File: config.mk
export PLATFORM = sky130hd
export DESIGN_NAME = lfsr_gen
export DESIGN_NICKNAME = d
export VERILOG_FILES = /design/src/rtl/lfsr_pkg.sv /design/src/rtl/lfsr_step.sv /design/src/rtl/lfsr_gen.sv
export SDC_FILE = /design/constraint.sdc
export NUM_CORES = 1
export LEC_CHECK = 0
export ABC_CLOCK_PERIOD_IN_PS = 5190
export BUFFER_PORTS_ARGS = -buffer_cell sky130_fd_sc_hd__buf_2
export CORE_MARGIN = 2
export CORE_UTILIZATION = 49
export DETAILED_ROUTE_END_ITERATION = 12
export HOLD_SLACK_MARGIN = 0.15
export PLACE_DENSITY = 0.82
export SETUP_SLACK_MARGIN = 0.5
export SLEW_MARGIN = 5
export SYNTH_ARGS = -nofsm -noshare
export SYNTH_HDL_FRONTEND = slang
export SYNTH_SLANG_ARGS = --single-unit
File: constraint.sdc
create_clock -name clk -period 5.19 [get_ports clk]
set_clock_uncertainty 0.15 [all_clocks]
set_input_delay 1.557 -clock clk [delete_from_list [all_inputs] [get_ports clk]]
set_output_delay 1.557 -clock clk [all_outputs]
set_load 0.02 [all_outputs]
File: src/rtl/lfsr_pkg.sv
`default_nettype none
// +----------------------------------------------------------------------+
// | lfsr_pkg : shared constants for the lfsr_gen pseudo-random source    |
// | Rev 1.0  : initial release                                           |
// +----------------------------------------------------------------------+
package lfsr_pkg;

   // Default feedback masks for common widths (bit i => state[i] feeds back)
   localparam logic [7:0]  TAP_MASK_W8  = 8'hB8;
   localparam logic [15:0] TAP_MASK_W16 = 16'h9021;
   localparam logic [31:0] TAP_MASK_W32 = 32'h8020_0003;

   typedef enum logic [0:0] {
      ST_IDLE = 1'b0,
      ST_RUN  = 1'b1
   } lfsr_state_e;

endpackage : lfsr_pkg
`default_nettype wire

File: src/rtl/lfsr_step.sv
`default_nettype none
// +----------------------------------------------------------------------+
// | lfsr_step : combinational STEPS-fold Fibonacci LFSR shift            |
// | Rev 1.0   : initial release                                          |
// +----------------------------------------------------------------------+
module lfsr_step
   import lfsr_pkg::*;
#(
   parameter int               WIDTH    = 16,
   parameter logic [WIDTH-1:0] TAP_MASK = TAP_MASK_W16,
   parameter int               STEPS    = 1
) (
   input  logic [WIDTH-1:0] s_i,
   output logic [WIDTH-1:0] s_o
);

   always_comb begin
      s_o = s_i;
      for (int k = 0; k < STEPS; k++) begin
         s_o = {s_o[WIDTH-2:0], ^(s_o & TAP_MASK)};
      end
   end

endmodule : lfsr_step
`default_nettype wire

File: src/rtl/lfsr_gen.sv
`default_nettype none
// +----------------------------------------------------------------------+
// | lfsr_gen : Fibonacci LFSR word source with valid/ready handshake,    |
// |            zero-seed substitution and lock-up recovery.              |
// |            LFSR_PERIOD_CNT_EN adds period_cnt / period_hit outputs.  |
// | Rev 1.0  : initial release                                           |
// +----------------------------------------------------------------------+
module lfsr_gen
   import lfsr_pkg::*;
#(
   parameter int               WIDTH         = 16,
   parameter logic [WIDTH-1:0] TAP_MASK      = TAP_MASK_W16,
   parameter int               STEPS         = 1,
   parameter logic [WIDTH-1:0] FALLBACK_SEED = {{(WIDTH-1){1'b0}}, 1'b1}
) (
   input  logic             clk,
   input  logic             resetn,
   input  logic [WIDTH-1:0] seed,
   input  logic             load,
   input  logic             en,
   input  logic             out_ready,
   output logic             out_valid,
   output logic [WIDTH-1:0] lfsr_out,
   output logic             seed_err,
   output logic             lockup
`ifdef LFSR_PERIOD_CNT_EN
   ,
   output logic [WIDTH:0]   period_cnt,
   output logic             period_hit
`endif
);

   lfsr_state_e      state_q;
   logic             valid_q;
   logic [WIDTH-1:0] lfsr_q, lfsr_d;
   logic             lockup_q, lockup_d;
   logic             seed_err_q, seed_err_d;

   logic             w_seed_zero;
   logic [WIDTH-1:0] w_seed_fix;
   logic             w_adv;
   logic [WIDTH-1:0] w_step;

   assign w_seed_zero = (seed == '0);
   assign w_seed_fix  = w_seed_zero ? FALLBACK_SEED : seed;
   // A load consumes a concurrent handshake without advancing
   assign w_adv       = (state_q == ST_RUN) && valid_q && out_ready && !load;

   lfsr_step #(
      .WIDTH    (WIDTH),
      .TAP_MASK (TAP_MASK),
      .STEPS    (STEPS)
   ) u_step (
      .s_i (lfsr_q),
      .s_o (w_step)
   );

   always_comb begin
      lfsr_d     = lfsr_q;
      lockup_d   = lockup_q;
      seed_err_d = 1'b0;
      if (load) begin
         lfsr_d     = w_seed_fix;
         lockup_d   = 1'b0;
         seed_err_d = w_seed_zero;
      end else if (w_adv) begin
         if (w_step == '0) begin
            lfsr_d   = FALLBACK_SEED;
            lockup_d = 1'b1;
         end else begin
            lfsr_d   = w_step;
         end
      end
   end

   always_ff @(posedge clk) begin
      if (!resetn) begin
         lfsr_q     <= w_seed_fix;
         seed_err_q <= w_seed_zero;
         lockup_q   <= 1'b0;
      end else begin
         lfsr_q     <= lfsr_d;
         seed_err_q <= seed_err_d;
         lockup_q   <= lockup_d;
      end
   end

   // Handshake FSM; out_valid is registered alongside the state
   always_ff @(posedge clk) begin
      if (!resetn) begin
         state_q <= ST_IDLE;
         valid_q <= 1'b0;
      end else begin
         case (state_q)
            ST_IDLE: begin
               if (en) begin
                  state_q <= ST_RUN;
                  valid_q <= 1'b1;
               end
            end
            ST_RUN: begin
               if (!en) begin
                  state_q <= ST_IDLE;
                  valid_q <= 1'b0;
               end
            end
            default: begin
               state_q <= ST_IDLE;
               valid_q <= 1'b0;
            end
         endcase
      end
   end

   assign out_valid = valid_q;
   assign lfsr_out  = lfsr_q;
   assign seed_err  = seed_err_q;
   assign lockup    = lockup_q;

`ifdef LFSR_PERIOD_CNT_EN
   logic [WIDTH:0]   cnt_q;
   logic [WIDTH-1:0] seed_copy_q;
   logic             hit_q;

   always_ff @(posedge clk) begin
      if (!resetn || load) begin
         cnt_q       <= '0;
         seed_copy_q <= w_seed_fix;
         hit_q       <= 1'b0;
      end else if (w_adv) begin
         cnt_q       <= (&cnt_q) ? cnt_q : cnt_q + 1'b1;
         hit_q       <= (lfsr_d == seed_copy_q);
      end else begin
         hit_q       <= 1'b0;
      end
   end

   assign period_cnt = cnt_q;
   assign period_hit = hit_q;
`endif

endmodule : lfsr_gen
`default_nettype wire
==> results.txt <==
Routed WL = 1860 um
Core area = 1750 um2
CTS buffer count = 3
CP max FO = 21
GP Congestion = 0.718
Setup-failing EPs final = 0
YS warnings = 0
Worst-Margin Slew = 0.665 ns
1st-pass router iterations = 4
WP data required = 4.97 ns
IR drop worst, VDD = 189 uV
Initial antenna violation count = 0
Synthesized area = 923 um2
Ratio of cells with drive above 1 in the final layout = 0.581
Total global routing overflow = 0
First-pass GRT wire length = 2700 um
Worst Hold Class = register to register
GRT Util Overall = 0.179
Largest net degree at the start of global routing = 22
Initial Util = 0.529
Via-to-Cell Ratio = 5.14
Final worst slack = 2.44 ns
Clock buffer depth = 2
Register area share after synthesis = 0.607
P_leak = 0.000472 uW
Status = complete, no violations
Routed via count = 668
DIE HEIGHT = 47.4 um
Clock sinks = 20
Port bufs = 39
Cell variety after synth = 19
CTS Hold Bufs = 0
Post-CTS Setup Inserts = 0
Layout area overhead = 26.6%
Die W = 47.4 um
Residual DRC = 0
Final worst-path cycle share = 0.531
Avg WL per Cell = 14.3 um
Slew Viols, Final = 0
Most common cell after layout, fill and taps aside = buf_2
Worst rel slew slack = 0.556
Max-cap violations = 0
Clock root buffer master = clkbuf_4
Vias in the first global route = 636
PD cells = 293 nW/um2
Final Util = 0.670
Final hold violations = 0
H-tree lvl count = 1
IO Count = 40
CTS tree = yes
Critical Path Source Type = input port
Pre-CTS setup slack = 2.12 ns
Die area = 2250 um2
Peak Freq = 0.363 GHz
R2r setup slk = 3.64 ns
RSZ-0062 raised after global routing = no
Dpl hpwl = 1430 um
Worst setup EP type = register
Worst-path clk slew = 0.10 ns
Antenna diodes = 0
Clk_lat worst skew = 0.29 ns
FP Rows = 15
Flops & latches, synth = 20
Post-route setup TNS = 0 ns
Classification of the worst setup path = input port to register
Mean Syn Cell Area = 14.7 um2
Post-CTS sizing = 0
Design Power = 342 uW
Commonest cells after routing, fill and taps aside = buf_2 (39), edfxtp_1 (16), mux2_2 (15), nor4_1 (5), dfxtp_1 (4)
Syn Nets = 84
CP arrival = 2.54 ns
Post-synthesis cell count = 63
Routed Antenna Nets = 0
Minimum period implied by the final worst setup slack = 2.75 ns
DR iter-0 viols = 12
Layout Nets = 127
worst max-delay path, stage by stage:
cell and delay, ns:
buf_2 0.11, nor2b_2 0.14, buf_4 0.20, nand2_1 0.52
registers in the layout, indices dropped and copies added (netlist names):
| register | flops |
|---|---|
| lfsr_out | 16 |
| lockup | 1 |
| out_valid | 1 |
| seed_err | 1 |
| state_q | 1 |
cell usage after synthesis:
master,number,area share
a32oi_1,1,0.0095
nor3_1,1,0.0054
nand4b_1,1,0.0095
o31ai_1,1,0.0081
and2_1,2,0.014
nand4_1,2,0.014
nor2_1,2,0.0081
inv_1,1,0.0041
nand2_1,3,0.012
buf_4,2,0.016
nor4_2,2,0.027
edfxtp_1,16,0.52
xnor2_1,1,0.0095
maj3_1,1,0.011
dfxtp_1,4,0.087
xor2_1,2,0.019
mux2_2,15,0.18
nor2b_2,1,0.0095
nor4_1,5,0.034
layout make-up:
type                       count  area [um2]
tap                           25        31.3
sequential                    20         561
inverter                       1        3.75
clock buffer                   4        26.3
timing repair buffer          40         203
multi-input combinational     40         344
fill                         141         577
per-layer routing:
| metal | share of wire | up-vias | global-route usage |
|---|---|---|---|
| met2 | 0.52 | 21 | 0.297 |
| met5 | 0 | - | 0 |
| li1 | - | 333 | - |
| met1 | 0.44 | 312 | 0.227 |
| met4 | 0.0054 | 0 | 0.0944 |
| met3 | 0.037 | 2 | 0.0264 |
power breakdown:
group	leakage (uW)	switching [uW]	internal (uW)
Clock	0.0000150	42.9	29.9
Sequential	0.000196	12.0	190
Combinational	0.000261	37.4	30.1
metrics by stage:
| step | instance area (um2) | hold slack, ns | cells |
|---|---|---|---|
| floorplan | 923 | 0.339 | 63 |
| global placement | 1140 | 0.294 | 126 |
| detailed placement | 1140 | 0.318 | 126 |
| CTS | 1170 | 0.334 | 130 |
| global route | 1170 | 0.356 | 130 |
| finish | 1170 | 0.329 | 130 |
logic make-up after synthesis:
kind of cell    Yosys count  share of synthesized area
xor+xnor                  3                     0.0285
compound gates            2                     0.0176
flops                    20                      0.607
buf+inv                   3                     0.0203
fa+ha+maj                 1                     0.0108
simple gates             19                      0.133
mux                      15                      0.183
path summary, 6_finish.rpt:
path                          start                endpoint  depth (start not counted)
max                          resetn  lfsr_out[15]$_DFFE_PP_                          4
min reg2reg     lockup$_SDFFE_PP0P_     lockup$_SDFFE_PP0P_                          2
max reg2reg  out_valid$_SDFFE_PN0P_  lfsr_out[15]$_DFFE_PP_                          2
min             lockup$_SDFFE_PP0P_     lockup$_SDFFE_PP0P_                          2
Power figures use the tool's default switching activity.
